`src/rtl/des_result_reader_if.sv`:
```
// Bus bundle between des_result_reader and its surroundings.
//   ram_addr/ram_en/ram_dout : synchronous-read port of the DES output block RAM
//   blk_data/blk_valid/blk_ready : 64-bit result stream to downstream logic
// master = reader side, slave = RAM + stream consumer side.
interface des_result_reader_if #(
  parameter int unsigned ADDR_W = 9
);
  logic [ADDR_W-1:0] ram_addr;
  logic              ram_en;
  logic [31:0]       ram_dout;
  logic [63:0]       blk_data;
  logic              blk_valid;
  logic              blk_ready;

  modport master (
    output ram_addr,
    output ram_en,
    input  ram_dout,
    output blk_data,
    output blk_valid,
    input  blk_ready
  );

  modport slave (
    input  ram_addr,
    input  ram_en,
    output ram_dout,
    input  blk_data,
    input  blk_valid,
    output blk_ready
  );
endinterface

```
`src/rtl/des_result_reader.sv`:
```
// Reader for the DES output block RAM. On a start pulse it reads 2*NUM_BLOCKS 32-bit words
// (sync read, 1-cycle latency), pairs word 2k (low) with word 2k+1 (high) into a 64-bit
// block and offers each block on a valid/ready stream. Single clock domain (dcm_clk).
//
// Ports:
//   dcm_clk    clock
//   reset      synchronous, active-high
//   start_i    1-cycle pulse, begins a pass at address 0 (ignored while busy)
//   bus_io     master side of des_result_reader_if (RAM read port + result stream)
//   busy_o     high from start acceptance until done
//   done_o     1-cycle pulse two cycles after the last block handshake
//   checksum_o XOR of all accepted blocks of the current/last pass
//
// Build option: define DES_RDR_CHECKSUM_EN to include the checksum accumulator;
// otherwise checksum_o is tied to zero.
module des_result_reader #(
  parameter int unsigned ADDR_W     = 9,
  parameter int unsigned NUM_BLOCKS = 256
) (
  input  logic                       dcm_clk,
  input  logic                       reset,
  input  logic                       start_i,
  des_result_reader_if.master        bus_io,
  output logic                       busy_o,
  output logic                       done_o,
  output logic [63:0]                checksum_o
);

  localparam logic [ADDR_W-1:0] LastIdx = ADDR_W'(NUM_BLOCKS - 1);

  typedef enum logic [2:0] {
    StIdle,
    StRdLo,
    StRdHi,
    StCap,
    StPresent,
    StDone
  } state_e;

  state_e            state_q, state_d;
  logic [ADDR_W-1:0] addr_q, addr_d;
  logic [ADDR_W-1:0] idx_q, idx_d;
  logic [ADDR_W-1:0] idx_inc;
  logic              en_q, en_d;
  logic [63:0]       data_q, data_d;
  logic              valid_q, valid_d;
  logic              busy_q, busy_d;
  logic              done_q, done_d;
  logic              start_acc;
  logic              handshake;

  assign idx_inc   = idx_q + ADDR_W'(1);
  assign start_acc = (state_q == StIdle) && start_i;
  // valid_q is high exactly while in StPresent
  assign handshake = (state_q == StPresent) && bus_io.blk_ready;

  always_ff @(posedge dcm_clk) begin
    if (reset) begin
      state_q <= StIdle;
      addr_q  <= '0;
      idx_q   <= '0;
      en_q    <= 1'b0;
      data_q  <= '0;
      valid_q <= 1'b0;
      busy_q  <= 1'b0;
      done_q  <= 1'b0;
    end else begin
      state_q <= state_d;
      addr_q  <= addr_d;
      idx_q   <= idx_d;
      en_q    <= en_d;
      data_q  <= data_d;
      valid_q <= valid_d;
      busy_q  <= busy_d;
      done_q  <= done_d;
    end
  end

  always_comb begin
    state_d = state_q;
    addr_d  = addr_q;
    idx_d   = idx_q;
    en_d    = en_q;
    data_d  = data_q;
    valid_d = valid_q;
    busy_d  = busy_q;
    done_d  = 1'b0;
    case (state_q)
      StIdle: begin
        if (start_i) begin
          addr_d  = '0;
          idx_d   = '0;
          busy_d  = 1'b1;
          en_d    = 1'b1;
          state_d = StRdLo;
        end
      end
      StRdLo: begin
        addr_d  = addr_q + ADDR_W'(1);
        state_d = StRdHi;
      end
      StRdHi: begin
        // RAM now shows word 2k, read issued two edges ago
        data_d[31:0] = bus_io.ram_dout;
        state_d      = StCap;
      end
      StCap: begin
        data_d[63:32] = bus_io.ram_dout;
        valid_d       = 1'b1;
        state_d       = StPresent;
      end
      StPresent: begin
        if (bus_io.blk_ready) begin
          valid_d = 1'b0;
          if (idx_q == LastIdx) begin
            state_d = StDone;
          end else begin
            idx_d   = idx_inc;
            addr_d  = {idx_inc[ADDR_W-2:0], 1'b0};
            state_d = StRdLo;
          end
        end
      end
      StDone: begin
        done_d  = 1'b1;
        busy_d  = 1'b0;
        en_d    = 1'b0;
        state_d = StIdle;
      end
      default: state_d = StIdle;
    endcase
  end

`ifdef DES_RDR_CHECKSUM_EN
  logic [63:0] csum_q, csum_d;

  always_comb begin
    csum_d = csum_q;
    if (start_acc) begin
      csum_d = '0;
    end else if (handshake) begin
      csum_d = csum_q ^ data_q;
    end
  end

  always_ff @(posedge dcm_clk) begin
    if (reset) begin
      csum_q <= '0;
    end else begin
      csum_q <= csum_d;
    end
  end

  assign checksum_o = csum_q;
`else
  logic unused_hs;
  assign unused_hs  = start_acc ^ handshake;
  assign checksum_o = '0;
`endif

  assign bus_io.ram_addr  = addr_q;
  assign bus_io.ram_en    = en_q;
  assign bus_io.blk_data  = data_q;
  assign bus_io.blk_valid = valid_q;
  assign busy_o           = busy_q;
  assign done_o           = done_q;

endmodule

```
`src/flat_wrapper.sv`:
```
// flat-port wrapper written by rule: the top's interface ports become plain ports
module des_result_reader_flat 
#(
  parameter int unsigned ADDR_W     = 9,
  parameter int unsigned NUM_BLOCKS = 256
)
  (dcm_clk, reset, start_i, busy_o, done_o, checksum_o, bus_io_ram_addr, bus_io_ram_en, bus_io_ram_dout, bus_io_blk_data, bus_io_blk_valid, bus_io_blk_ready);
  des_result_reader_if #(.ADDR_W(ADDR_W)) bus_io_i ();
  input  logic dcm_clk;
  input  logic reset;
  input  logic start_i;
  output logic busy_o;
  output logic done_o;
  output logic [63:0] checksum_o;
  output wire logic [$bits(bus_io_i.ram_addr)-1:0] bus_io_ram_addr;
  output wire logic [$bits(bus_io_i.ram_en)-1:0] bus_io_ram_en;
  input wire logic [$bits(bus_io_i.ram_dout)-1:0] bus_io_ram_dout;
  output wire logic [$bits(bus_io_i.blk_data)-1:0] bus_io_blk_data;
  output wire logic [$bits(bus_io_i.blk_valid)-1:0] bus_io_blk_valid;
  input wire logic [$bits(bus_io_i.blk_ready)-1:0] bus_io_blk_ready;
  assign bus_io_ram_addr = bus_io_i.ram_addr;
  assign bus_io_ram_en = bus_io_i.ram_en;
  assign bus_io_i.ram_dout = bus_io_ram_dout;
  assign bus_io_blk_data = bus_io_i.blk_data;
  assign bus_io_blk_valid = bus_io_i.blk_valid;
  assign bus_io_i.blk_ready = bus_io_blk_ready;
  des_result_reader #(.ADDR_W(ADDR_W), .NUM_BLOCKS(NUM_BLOCKS)) u_core (.dcm_clk(dcm_clk), .reset(reset), .start_i(start_i), .bus_io(bus_io_i), .busy_o(busy_o), .done_o(done_o), .checksum_o(checksum_o));
endmodule
```
`config.mk`:
```
export PLATFORM = sky130hd
export DESIGN_NAME = des_result_reader_flat
export DESIGN_NICKNAME = d
export VERILOG_FILES = /design/src/rtl/des_result_reader_if.sv /design/src/rtl/des_result_reader.sv /design/src/flat_wrapper.sv
export SDC_FILE = /design/constraint.sdc
export NUM_CORES = 1
export LEC_CHECK = 0
export ABC_AREA = 1
export ABC_CLOCK_PERIOD_IN_PS = 1900
export BUFFER_PORTS_ARGS = -buffer_cell sky130_fd_sc_hd__buf_2
export CORE_MARGIN = 4
export CORE_UTILIZATION = 43
export DETAILED_ROUTE_END_ITERATION = 10
export PLACE_DENSITY = 0.83
export SLEW_MARGIN = 20
export SYNTH_ARGS = -nofsm -noshare
export SYNTH_HDL_FRONTEND = slang
export SYNTH_SLANG_ARGS = --single-unit
```
`constraint.sdc`:
```
create_clock -name dcm_clk -period 1.9 [get_ports dcm_clk]
set_clock_uncertainty 0.1 [all_clocks]
set_input_delay 0.19 -clock dcm_clk [delete_from_list [all_inputs] [get_ports dcm_clk]]
set_output_delay 0.19 -clock dcm_clk [all_outputs]
set_load 0.01 [all_outputs]
```
== After elaboration in Yosys (flattened, before gate mapping) ==
Index checks and enable logic that the tools add are counted.

* Add/subtract/negate cells: 2
* Equal/unequal tests: 9
* Multiplexer cells: 16
* Reductions and logical operators: 10

{| class="wikitable"
|+ Operator list
! cell !! number
|-
| $mux W9 || 5
|-
| $pmux W9 S3 || 1
|-
| $add A9 B1 Y9 const B || 2
|-
| $pmux W9 S2 || 1
|-
| $pmux W3 S5 || 1
|-
| $eq A9 B8 Y1 const B || 1
|-
| $mux W3 || 3
|-
| $reduce_and A4 Y1 || 2
|-
| $eq A3 B2 Y1 const B || 2
|-
| $eq A3 B3 Y1 const B || 2
|-
| $ne A2 B2 Y1 const B || 3
|-
| $reduce_and A2 Y1 || 3
|-
| $reduce_bool A2 Y1 || 3
|-
| $pmux W1 S2 || 2
|-
| $eq A3 B1 Y1 const B || 1
|-
| $logic_not A3 Y1 || 1
|-
| $mux W1 || 3
|-
| $reduce_bool A3 Y1 || 1
|}

* Bits in registers: 88
* Input port bits: 36
* Output and inout bits: 141
* Logic and storage cells: 45

== Logic depth before layout (Yosys ltp) ==
Gate-level depths: netlist of the first run.

* Depth after elaboration: 4
* Gate-level depth with buffers: 13
* Depth with buffers taken out: 12

== Worst setup path before layout of the first run ==
OpenSTA, ideal clock, no wires.

* Path kind: reg2reg
* Start point: register u_core.idx_q[0]
* End point: register u_core.addr_q[7], in the netlist u_core.bus_io.ram_addr[7]
* Setup time: 0.115 ns
* Arrival: 1.570 ns
* Required time: 1.685 ns
* Setup slack: 0.116 ns
* Stages on the path, launching flop included: 14
* Path buffers: 1
* Clock period less this slack: 1.784 ns
* Path through: dfxtp_1 ha_1 nand2_1 inv_1 nand2_1 nor2_1 ha_1 nand3_1 nand2_1 nor2_4 buf_6 nand2_1 nor2_1 nor2_1

* Word-level cells in the longest chain between the ends: 4
* Elaborated cells on any way between the ends: 7
* Those cells by class: add/sub (1); eq/ne (2); mux (3); reduce/logical (1)

{| class="wikitable"
|+ Ends and longest elaborated chain
! element !! RTL line !! RTL
|-
| from (decl) || des_result_reader.sv:42 || <nowiki>logic [ADDR_W-1:0] idx_q, idx_d;</nowiki>
|-
| from (signal assigned) || des_result_reader.sv:70 || <nowiki>idx_q <= idx_d;</nowiki>
|-
| $add A9 B1 Y9 || des_result_reader.sv:52 || <nowiki>assign idx_inc = idx_q + ADDR_W'(1);</nowiki>
|-
| $mux W9 || des_result_reader.sv:115 || <nowiki>if (idx_q == LastIdx) begin</nowiki>
|-
| $mux W9 || des_result_reader.sv:113 || <nowiki>if (bus_io.blk_ready) begin</nowiki>
|-
| $pmux W9 S3 || des_result_reader.sv:88 || <nowiki>case (state_q)</nowiki>
|-
| to (signal assigned) || des_result_reader.sv:69 || <nowiki>addr_q <= addr_d;</nowiki>
|-
| to (decl) || des_result_reader.sv:41 || <nowiki>logic [ADDR_W-1:0] addr_q, addr_d;</nowiki>
|}

Several ways; a longest one is shown, not always the timed one. The select of a mux whose other input is x is not followed.
A chain may end at the register's enable or synchronous reset.

== Final worst setup path of the first run ==
Ends and elaborated chain as after synthesis.

==> results.md, run 1 <==
Status:
- The run finished with clean final reports.

Synth:
- Sorting the synthesized cells by area gives the leading types as dfxtp_1 44%, nor2_1 16%, buf_4 12%.
- In this run the mean area of a mapped cell was 7.25 um^2.
- Yosys printed 0 warnings.
- The largest total area in the synthesized netlist belongs to dfxtp_1.
- The combinational family with the most area after synthesis is simple AND/OR/NAND/NOR gates.
- The mapped cell area is 3980 um^2.
- The share of cell area taken by muxes after synthesis is 0%.
- After Yosys synthesis, full adders, half adders and majority gates account for 0.944% of the synthesized area.
- The synthesized netlist devotes 24.5% of its cell area to simple gates.
- The cell count after synthesis came out at 549.
- The number of distinct library cells after synthesis is 23.
- The top cell type by area accounts for 44.3% of the synthesized area.
- The synthesized netlist devotes 0.220% of its cell area to XOR and XNOR gates.
- The fraction of the mapped netlist area in compound gates is 12.8%.
- The post-synthesis sequential element count is 88.
- The sequential area share after synthesis is 44.3%.

Critical path:
- The kind of end point of the critical path is a register.
- The capture point of the worst reg-to-reg path is u_core.bus_io.ram_addr[7]$_SDFFE_PP0P_.
- The required time at the worst-slack endpoint is 2.08 ns.
- The length in cells of the worst reg-to-reg path is 12.
- The standard cell with the maximum stage delay on the critical path is dfxtp_4.
- The setup check on the worst reg-to-reg path leaves a slack of 0.08 ns.
- The kind of critical path is register to register.
- The highest fanout seen on the critical path is 8.
- For the worst setup path, the data arrival time is 2.01 ns.
- The largest stage delay on the critical path is 0.37 ns.
- The number of buffers and inverters on the critical path is 2.
- The largest delay contributor family on the critical path is simple AND/OR/NAND/NOR gates.
- The endpoint of the worst setup timing path is u_core.bus_io.ram_addr[7]$_SDFFE_PP0P_.
- The critical path depth is 12.
- The cell that appears most often on the critical path is nand2_4.
- The launch point of the critical path is u_core.idx_q[0]$_SDFFE_PP0P_.
- The worst register-to-register path begins at u_core.idx_q[0]$_SDFFE_PP0P_.
- Traced cell by cell, the critical path runs through ha_4 -> nand2_4 -> inv_4 -> nand2_4 -> nor2_2 -> ha_2 -> nand3_4 -> nand2_4 -> nor2_4 -> buf_6 -> o21ai_1 -> nor2_1.
- The critical path launch point type is a register.

Detailed routing:
- The vias per cell is 4.79.
- The total via count after detailed routing is 3,782.
- The iteration-0 DRC count of the detailed router is 194.
- The detail route stage leaves a number of antenna-violating nets equal to 0.
- The total detailed-routing wirelength is 10,300 um.
- The first detailed-routing pass took 4 iterations.
- The post-detailed-route DRC marker count is 0.
- Dividing the detail-routed wire length by the instance count gives 13.0 um.

Finish:
- The layout-stage area growth over the synthesis result is 22.3%.
- At the end of the flow, the number of nets in the layout was 715.
- The sequential cells in the finished layout cover a total of 1770 um^2.
- The fraction of the core area covered by cells at the end of the flow is 55.0%.
- The multi-input combinational cells in the finished layout cover a total of 1840 um^2.
- The fill cell total of the finished layout is 827.
- The number of diodes added for antenna fixing is 0.
- Of the cells placed in the final design, the portion with a size suffix greater than 1 is 24.1%.

Clock network:
- Counting the buffers created by CTS gives 9.
- The H-tree generated during clock tree synthesis spans 3 levels.
- The clock tree from TritonCTS is done.
- No sink is reached through more buffers than the 2 on the longest clock path.
- After clock tree synthesis, the clock-pin slew on the worst setup and hold paths is 0.09 ns.
- The latest clock arrival within the worst-skew pair is 0.34 ns.
- The CTS sink count is 88.
- The clock root buffer master is clkbuf_8.

Global route:
- After global routing the overflow that remains totals 0.
- The global-route wire length before repair is 16,800 um.
- The via count of the first global-routing pass was 3,522.
- The number of antenna violations at the first check in global routing is 0.
- Entering global routing, the biggest net connects 52 pins.
- The all-layer global routing usage is 18.4%.

STA:
- The final hold violation count was 0.
- After layout, the minimum clock period comes to 1.82 ns.
- Setup violations remaining at the end of the flow were counted as 0.
- The final-report max-slew violation count came to 0.
- Setup repair after global routing could not meet its margin everywhere.
- The share of the clock period used by the worst path after layout is 96.0%.
- Setup total negative slack on the finished layout was measured at 0 ns.
- Timing would allow up to 548 MHz.

Power:
- The worst vdd rail ir drop is 401 uV.
- The total power per unit cell area is 957 nW/um^2.
- The total leakage power is 0.00237 uW.

Run:
- The count of max-cap constraint violations is 0.

Min path:
- The min-delay analysis places its worst path in the category input pin to register.

Floorplan:
- The die height is 104 um.
- In this run the count of I/O pins placed on the die edge is 177.
- The area enclosed by the die boundary is 10,900 um^2.
- For this configuration, the core starts out at a cell density of 45.0%.
- In this run the core area contains 34 standard-cell rows.
- The width of the chip is 104 um.
- The region available for standard cell placement spans 8850 um^2.

Placed design:
- Routability-driven placement finished with a final weighted congestion of 0.880.
- Input and output buffers added on the ports amount to 112.
- Detailed placement finished with a half-perimeter wire length of 7340 um.
-- metrics by stage --
stage | hold WS [ns] | power, uW | area (um^2) | instances | setup slack, ns
floorplan | 0.159 | 3020 | 4210 | 612 | 0.116
global placement | 0.351 | 3280 | 4430 | 758 | 0.0124
detailed placement | 0.363 | 3330 | 4430 | 758 | -0.0582
CTS | 0.000859 | 4640 | 4770 | 787 | 0.00777
global route | 0.0122 | 4950 | 4860 | 789 | -0.0440
finish | 0.0171 | 4660 | 4860 | 789 | 0.0761
-- repair_timing --
| item | in CTS | in global routing |
|---|---|---|
| gates resized for setup | 4 | 26 |
| setup buffers | 0 | 2 |
| hold endpoints to repair | 17 | 0 |
| endpoints found under the setup margin | 9 | 18 |
| pin swaps | 1 | 7 |
| hold buffers | 13 | 0 |
-- cell families (layout without fill, tap and decap cells) --
logic type	after synthesis	after routing
simple gates	245	245
buf+inv	110	179
compound gates	101	101
flops	88	88
fa+ha+maj	3	3
other cells	1	64
xor+xnor	1	1
-- registers in the layout, summed over array words and instances, names as in the netlist --
signal,count
u_core.bus_io.ram_en,1
u_core.bus_io.ram_addr,9
u_core.state_q,3
u_core.idx_q,9
u_core.done_o,1
u_core.bus_io.blk_data,64
u_core.bus_io.blk_valid,1
-- area by class of cell --
cell class,instances,area share (%)
tap,108,2.78
inverter,22,1.80
multi-input combinational,414,37.9
clock buffer,10,2.62
sequential,88,36.4
timing repair buffer,141,17.2
clock inverter,6,1.39
-- power by group --
part | switching (uW) | internal (uW)
logic | 692 | 453
registers | 164 | 2060
clock network | 671 | 616
-- synthesized netlist by cell type, drive strengths merged --
cell type,instances
dfxtp,88
a21oi,14
xnor2,1
and2,3
nand4,1
inv,22
conb,1
clkbuf,14
o21bai,2
ha,3
o21ai,85
nor2,176
nand3,18
nand2,46
nand3b,1
buf,74
-- placed cells by master, fill, tap and decap left out, types with 13 or more instances in the layout --
cell type / netlist / layout
a21oi_1: 14 / 14
buf_2: 6 / 112
conb_1: 1 / 64
dfxtp_1: 88 / 84
dlygate4sd3_1: 0 / 13
inv_1: 22 / 19
nand2_1: 45 / 41
nand3_1: 18 / 17
nor2_1: 173 / 170
o21ai_0: 78 / 77
-- how the worst min path moves through the flow --
stage,start,endpoint,slack (ns),depth (start not counted)
final,bus_io_ram_dout[20],u_core.bus_io.blk_data[20]$_SDFFE_PP0P_,0.02,3
after global routing,bus_io_ram_dout[6],u_core.bus_io.blk_data[6]$_SDFFE_PP0P_,0.01,3
after CTS,bus_io_ram_dout[14],u_core.bus_io.blk_data[14]$_SDFFE_PP0P_,0.0009,3
after detailed placement,u_core.idx_q[8]$_SDFFE_PP0P_,u_core.idx_q[8]$_SDFFE_PP0P_,0.36,2
after global placement,u_core.idx_q[8]$_SDFFE_PP0P_,u_core.idx_q[8]$_SDFFE_PP0P_,0.35,2
after floorplan,reset,u_core.bus_io.blk_valid$_SDFFE_PP0P_,0.16,1
-- worst register-to-register path: cells and delay by family (launching register included) --
kind / cells / cell delay [ns]
simple gates: 7 / 0.69
flops: 1 / 0.37
fa+ha+maj: 2 / 0.34
buf+inv: 2 / 0.20
compound gates: 1 / 0.06
-- metal layers --
layer / GRT usage [%] / up-vias / part of all wire (%)
met5: 0 / - / 0
li1: - / 1867 / -
met3: 3.66 / 25 / 6.6
met4: 7.22 / 0 / 2.4
met2: 32.5 / 163 / 51
met1: 21.9 / 1727 / 40
Note: power is estimated with default switching activity, not from simulation.
==> run 2, diff against run 1 <==
--- a/config.mk
+++ b/config.mk
@@ -9,9 +9,10 @@
 export ABC_CLOCK_PERIOD_IN_PS = 1900
 export BUFFER_PORTS_ARGS = -buffer_cell sky130_fd_sc_hd__buf_2
 export CORE_MARGIN = 4
-export CORE_UTILIZATION = 43
+export CORE_UTILIZATION = 30
 export DETAILED_ROUTE_END_ITERATION = 10
-export PLACE_DENSITY = 0.83
+export PLACE_DENSITY = 0.63
+export REMOVE_ABC_BUFFERS = 1
 export SLEW_MARGIN = 20
 export SYNTH_ARGS = -nofsm -noshare
 export SYNTH_HDL_FRONTEND = slang
==> run 2 against run 1 <==
Die area increased by 40%. Count of clock-buffer cells in the layout increased by 3. Largest power group unchanged. Total power increased by 9.7%. Hold slack improved by 0.0041 ns. Global-route usage decreased by 5.8 points. Combinational power about the same. Flip-flop and latch count unchanged. Non-clock buffer count decreased by 15.
==> results.md, run 2 (synthesis gave the netlist of run 1 again) <==
Status:
- The flow ran to the end, and the final reports show no timing, DRC or antenna violations.

Critical path:
- The worst path arrival time was 1.99 ns (-0.02 ns).
- The required time at the worst-slack endpoint came to 2.07 ns (about the same).
- The critical path depth was 12 (unchanged).
- The largest stage delay on the critical path was 0.37 ns (about the same).
- The critical path goes through ha_4 -> nand2_2 -> inv_2 -> nand2_1 -> nor2_1 -> ha_2 -> nand3_4 -> nand2_2 -> nor2_2 -> buf_6 -> and2_1 -> nor2_1.
- The standard cell with the maximum stage delay on the critical path is dfxtp_4.
- The reg2reg setup slack is 0.08 ns (about the same).
- The startpoint of the most critical register-to-register path is u_core.idx_q[1]$_SDFFE_PP0P_.
- The count of buffering cells on the critical path with inverters included came to 2 (unchanged).
- The largest delay contributor family on the critical path is simple AND/OR/NAND/NOR gates.
- The highest fanout seen on the critical path came to 7 (-1).
- The kind of critical path is register to register.
- The length in cells of the worst reg-to-reg path came to 12 (unchanged).
- The worst setup path is launched from a register.
- The endpoint identified for the worst register-to-register timing path is u_core.idx_q[6]$_SDFFE_PP0P_.
- The worst setup path is captured at a register.

Global route:
- The global-route wire length before repair is 15,200 um (-9.6%).
- The all-layer global routing usage is 12.6% (-5.8 points).
- The via count of the first global-routing pass is 3,154 (-10%).
- The number of antenna violations at the first check in global routing was 0 (unchanged).
- The maximum number of pins on one net before global-route repair is 84 (+62%).
- The remaining global-route overflow was 0 (unchanged).

STA:
- The final-report max-slew violation count is 0 (unchanged).
- The share of the clock period used by the worst path after layout is 95.8% (-0.24 points).
- The number of failing setup endpoints in the final timing report is 0 (unchanged).
- The worst hold slack across all endpoints was 0.0212 ns (+0.00409 ns).
- The post-layout minimum cycle time is 1.82 ns (-0.00447 ns).
- The final hold violation count came to 0 (unchanged).
- The maximum achievable frequency is 550 MHz (+0.25%).
- The final worst setup slack is 0.0806 ns (+0.00447 ns).

Placed design:
- The final weighted congestion of routability-driven global placement is 0.799 (-9.2%).
- The count of buffers from port buffering is 112 (unchanged).
- The instance area at placement is 4520 um^2 (+2.0%).
- The minimum setup slack after placement was -0.0166 ns (+0.0416 ns).
- The post-DP HPWL is 7100 um (-3.3%).

Clock network:
- The number of levels in the clock H-tree is 3 (unchanged).
- The clock root buffer master is clkbuf_16.
- The clock tree from TritonCTS is done.
- The number of buffers added by the clock tree synthesis step is 9 (unchanged).
- The CTS clock-pin slew for the worst setup and hold paths is 0.06 ns (-0.03 ns).
- The CTS sink count is 88 (unchanged).
- The largest buffer count on any clock path was 2 (unchanged).
- The number of hold buffers added after CTS came to 0 (-13).
- The latest clock arrival within the worst-skew pair is 0.32 ns (-0.02 ns).

Floorplan:
- The width of the chip came to 123 um (+18%).
- The initial cell density of the core was 31.0% (-14 points).
- The number of core rows came to 41 (+21%).
- The standard cell core area is 12,800 um^2 (+45%).
- The number of top-level pins is 177 (unchanged).
- The die height is 123 um (+18%).
- The area enclosed by the die boundary came to 15,200 um^2 (+40%).

Finish:
- The most common cell after layout, fill and taps aside is nor2_1.
- The fraction of layout cells with a size suffix above 1 is 24.3% (+0.24 points).
- The layout-stage area growth over the synthesis result is 23.6%.
- The number of flip-flops in the largest register is 64 (unchanged).
- The number of diodes added for antenna fixing was 0 (unchanged).
- The library cells used most frequently in the layout, excluding fill and tap cells, are 172 x nor2_1, 112 x buf_2, 85 x dfxtp_1.
- The net total in the final layout is 700 (-2.1%).
- The final non-filler cell area was 4920 um^2 (+1.1%).

Detailed routing:
- The vias per cell is 4.24 (-12%).
- The total detailed-routing wirelength is 10,000 um (-2.3%).
- The iteration count of the initial detailed-routing pass is 4 (unchanged).
- The iteration-0 DRC count of the detailed router is 114 (-41%).
- The post-detailed-route DRC marker count is 0 (unchanged).
- The total via count after detailed routing is 3,553 (-6.1%).
- The detail-routed net length per standard cell is 12.0 um (-8.0%).
- The remaining antenna violation count after routing came to 0 (unchanged).

Min path:
- The hold-critical path depth came to 2 (-1).
- In this run the most critical hold path is launched from reset.
- The path class of the tightest hold or removal check is input pin to register.
- The hold-critical path endpoint is u_core.idx_q[8]$_SDFFE_PP0P_.

Run:
- The count of max-cap constraint violations was 0 (unchanged).

Power:
- The total leakage power is 0.00235 uW (-1.0%).
- The worst vdd rail ir drop is 388 uV (-3.2%).
- The total power per unit cell area is 1040 nW/um^2 (+8.6%).
- The total chip power was 5110 uW (+9.7%).
run 2: worst max-delay path by stage:
stage | end | startpoint
after floorplan | u_core.bus_io.blk_data[32]$_SDFFE_PP0N_ | u_core.state_q[0]$_SDFFE_PP0P_
after global placement | u_core.bus_io.ram_addr[6]$_SDFFE_PP0P_ | u_core.idx_q[0]$_SDFFE_PP0P_
after detailed placement | u_core.bus_io.ram_addr[8]$_SDFFE_PP0P_ | u_core.idx_q[1]$_SDFFE_PP0P_
after CTS | u_core.bus_io.ram_addr[8]$_SDFFE_PP0P_ | u_core.idx_q[1]$_SDFFE_PP0P_
after global routing | u_core.idx_q[0]$_SDFFE_PP0P_ | u_core.idx_q[4]$_SDFFE_PP0P_
final | u_core.idx_q[6]$_SDFFE_PP0P_ | u_core.idx_q[1]$_SDFFE_PP0P_
run 2: routing by layer:
layer  vias to the layer above  global-route usage [%]  part of all wire (%)
met1                      1594                    16.2                    44
met3                        11                    3.34                   7.4
li1                       1835                       -                     -
met5                         -                       0                     0
met2                       113                    20.8                    47
met4                         0                    3.25                  0.91
run 2: final cells by class:
| class | instances | area (um^2) |
|---|---|---|
| repair buffers | 126 | 714 |
| clock inverters | 3 | 40.0 |
| flip-flops and latches | 88 | 1770 |
| inverters | 22 | 82.6 |
| well taps | 172 | 215 |
| clock buffers | 13 | 260 |
| fillers | 1385 | 7910 |
| multi-input cells | 414 | 1840 |
run 2: report_power, final:
group          total (uW)  switching [uW]  internal (uW)
Sequential           2220             158           2060
Clock                1770             686           1090
Combinational        1120             678            438
Total                5110            1520           3590
run 2: stage by stage:
| stage | setup TNS [ns] | utilization [%] | cells |
|---|---|---|---|
| floorplan | -2.15 | - | 524 |
| global placement | 0 | 35.2 | 820 |
| detailed placement | -0.0400 | 35.2 | 820 |
| CTS | -0.0312 | 37.6 | 836 |
| global route | -0.873 | 38.3 | 838 |
| finish | 0 | 38.3 | 838 |
run 2: timing repair:
item,4_1_cts,5_1_grt
pin swaps,1,7
setup endpoints to repair,8,18
resized for setup,0,31
endpoints found under the hold margin,0,0
setup buffers,0,2
==> run 3, diff against run 2 <==
--- a/config.mk
+++ b/config.mk
@@ -11,6 +11,8 @@
 export CORE_MARGIN = 4
 export CORE_UTILIZATION = 30
 export DETAILED_ROUTE_END_ITERATION = 10
+export GPL_TIMING_DRIVEN = 0
+export HOLD_SLACK_MARGIN = 0.08
 export PLACE_DENSITY = 0.63
 export REMOVE_ABC_BUFFERS = 1
 export SLEW_MARGIN = 20
==> run 3 against run 2 <==
Wire length is 2.8% higher. Largest cell class unchanged. Utilization is 2.0 points higher. Combinational power grew 4%.
==> results.md, run 3 (synthesis gave the netlist of run 1 again) <==
Status:
- The flow ran to the end, and the final reports show no timing, DRC or antenna violations.

Floorplan:
- The standard cell core area is 12,800 um^2 (unchanged).
- The die height was 123 um (unchanged).
- The width of the chip came to 123 um (unchanged).
- The number of core rows is 41 (unchanged).
- The initial cell density of the core came to 31.0% (unchanged).
- The number of top-level pins was 177 (unchanged).
- The area enclosed by the die boundary came to 15,200 um^2 (unchanged).

Global route:
- The maximum number of pins on one net before global-route repair is 84 (unchanged).
- The number of antenna violations at the first check in global routing is 0 (unchanged).
- The via count of the first global-routing pass was 3,273 (+3.8%).
- The all-layer global routing usage is 13.2% (+0.61 points).
- The remaining global-route overflow is 0 (unchanged).
- The global-route wire length before repair came to 16,000 um (+5.3%).

Placed design:
- The final weighted congestion of routability-driven global placement came to 0.818 (+2.4%).
- The post-DP HPWL is 6700 um (-5.7%).
- The instance area at placement is 4400 um^2 (-2.7%).
- The count of buffers from port buffering came to 112 (unchanged).
- The instance count after placement with tap cells included came to 808 (-1.5%).

STA:
- The pin slew with the least headroom to its limit is 0.692 ns.
- The post-layout minimum cycle time is 1.82 ns (+0.00559 ns).
- The final hold violation count came to 0 (unchanged).
- The number of failing setup endpoints in the final timing report was 0 (unchanged).
- The final-report max-slew violation count is 0 (unchanged).
- The maximum achievable frequency is 548 MHz (-0.31%).
- The normalized max-slew margin is 53.9%.
- Setup repair after global routing could not meet its margin everywhere.
- The share of the clock period used by the worst path after layout is 96.1% (+0.29 points).

Finish:
- The layout-stage area growth over the synthesis result is 30.0%.
- The library cells used most frequently in the layout, excluding fill and tap cells, are 171 x nor2_1, 112 x buf_2, 83 x dfxtp_1.
- The net total in the final layout was 726 (+3.7%).
- The number of diodes added for antenna fixing is 0 (unchanged).
- The fill cell total of the finished layout is 1,327 (-4.2%).
- The final cell count without fillers is 863 (+3.0%).
- The number of flip-flops in the largest register was 64 (unchanged).
- The fraction of layout cells with a size suffix above 1 is 23.2% (-1.2 points).
- Leaving out fill and tap cells, the most frequent cell in the layout is nor2_1.
- The final non-filler cell area is 5170 um^2 (+5.2%).

Clock network:
- TritonCTS built the clock tree.
- The number of buffers added by the clock tree synthesis step is 9 (unchanged).
- The tree is rooted in a clkbuf_16.
- The latest clock arrival within the worst-skew pair is 0.34 ns (+0.02 ns).
- The number of levels in the clock H-tree came to 3 (unchanged).
- The CTS clock-pin slew for the worst setup and hold paths is 0.06 ns (about the same).
- The CTS sink count was 88 (unchanged).
- The largest buffer count on any clock path is 2 (unchanged).

Detailed routing:
- The detail-routed net length per standard cell is 11.9 um (-0.22%).
- The remaining antenna violation count after routing is 0 (unchanged).
- The iteration-0 DRC count of the detailed router is 221 (+94%).
- The post-detailed-route DRC marker count is 0 (unchanged).
- The vias per cell was 4.27 (+0.79%).
- The total detailed-routing wirelength is 10,300 um (+2.8%).
- The iteration count of the initial detailed-routing pass was 4 (unchanged).
- The total via count after detailed routing is 3,688 (+3.8%).

Min path:
- The tightest min-delay check is of the input pin to register type.
- The hold-critical path depth was 4 (+2).

Critical path:
- The kind of critical path is register to register.
- The worst path arrival time is 1.95 ns (-0.04 ns).
- The critical path launch point type is a register.
- The highest fanout seen on the critical path is 6 (-1).
- The reg2reg setup slack is 0.08 ns (about the same).
- The length in cells of the worst reg-to-reg path came to 12 (unchanged).
- The endpoint of the worst setup timing path is u_core.idx_q[0]$_SDFFE_PP0P_.
- The worst setup path is captured at a register.
- The launch point of the critical path is u_core.idx_q[0]$_SDFFE_PP0P_.
- In this run the critical register-to-register path is captured at u_core.idx_q[0]$_SDFFE_PP0P_.
- The required time at the worst-slack endpoint is 2.02 ns (-0.05 ns).
- In this run the critical register-to-register path is launched from u_core.idx_q[0]$_SDFFE_PP0P_.

Power:
- The total leakage power was 0.00242 uW (+3.1%).
- The total power per unit cell area is 970 nW/um^2 (-6.7%).
- The worst vdd rail ir drop is 355 uV (-8.4%).

Run:
- The count of max-cap constraint violations is 0 (unchanged).
## run 3: cell count changes in the layout (fill, tap and decap cells not counted), moves of 3 or more
cell           previous run  this run
dlygate4sd3_1             0        35
buf_4                     8         3
buf_6                     3         0
o21ai_0                  71        76
o21ai_1                  11         8
## run 3: area by class of cell
cell class                 instances  area, um^2  share of cell area, %
clock buffer                       9         225                   4.36
clock inverter                     6        46.3                  0.895
inverter                          22        92.6                   1.79
multi-input combinational        415        1870                   36.1
sequential                        88        1770                   34.2
tap                              172         215                   4.16
timing repair buffer             151         953                   18.4
## run 3: through the flow
step | setup TNS, ns | setup slack (ns) | total power [uW] | hold WS [ns] | util, %
finish | 0 | 0.0750 | 5010 | 0.129 | 40.3
global route | -0.0343 | -0.0226 | 5330 | 0.199 | 40.3
CTS | 0 | 0.00825 | 5010 | 0.113 | 39.7
detailed placement | -31.08 | -0.579 | 3260 | 0.361 | 34.3
global placement | -87.04 | -1.46 | 3260 | 0.355 | 34.3
floorplan | -2.15 | -0.0671 | 2880 | 0.159 | -
## run 3: layer usage
layer	wire, um	GRT usage (%)
met1	4460	16.4
met2	4870	21.6
met3	802	3.02
met4	180	6.16
met5	0	0
## run 3: worst min-delay path by stage
stage,to,slack (ns),startpoint
floorplan,u_core.bus_io.blk_valid$_SDFFE_PP0P_,0.16,reset
global placement,u_core.idx_q[8]$_SDFFE_PP0P_,0.35,u_core.idx_q[8]$_SDFFE_PP0P_
detailed placement,u_core.idx_q[8]$_SDFFE_PP0P_,0.36,u_core.idx_q[8]$_SDFFE_PP0P_
CTS,u_core.bus_io.blk_valid$_SDFFE_PP0P_,0.11,bus_io_blk_ready
global route,u_core.bus_io.blk_valid$_SDFFE_PP0P_,0.20,bus_io_blk_ready
finish,u_core.bus_io.blk_valid$_SDFFE_PP0P_,0.13,bus_io_blk_ready
## run 3: worst max-delay path, cell delays in order, from the launching register on
cell and delay, ns:
dfxtp_4 0.36, ha_4 0.16, nand2_2 0.08, inv_2 0.04, nand2_2 0.07, nor2_2 0.04, ha_2 0.17, nand3_4 0.12
nand2_4 0.08, nor2_2 0.29, nand2_1 0.09, nand2_1 0.07, a21oi_1 0.05
## run 3: what timing repair did
action                                  CTS  global route
pin swaps                                 2             9
hold endpoints to repair                 69             0
cloned                                    0             1
gates resized for setup                   8            26
endpoints found under the setup margin   82            57
setup buffers                             3             1
hold buffers                             35             0
## run 3: power by group
group	switching [uW]	internal (uW)	total [uW]	leakage [uW]
logic	700	458	1160	0.00157
clock network	746	885	1630	0.000128
registers	163	2060	2230	0.000721
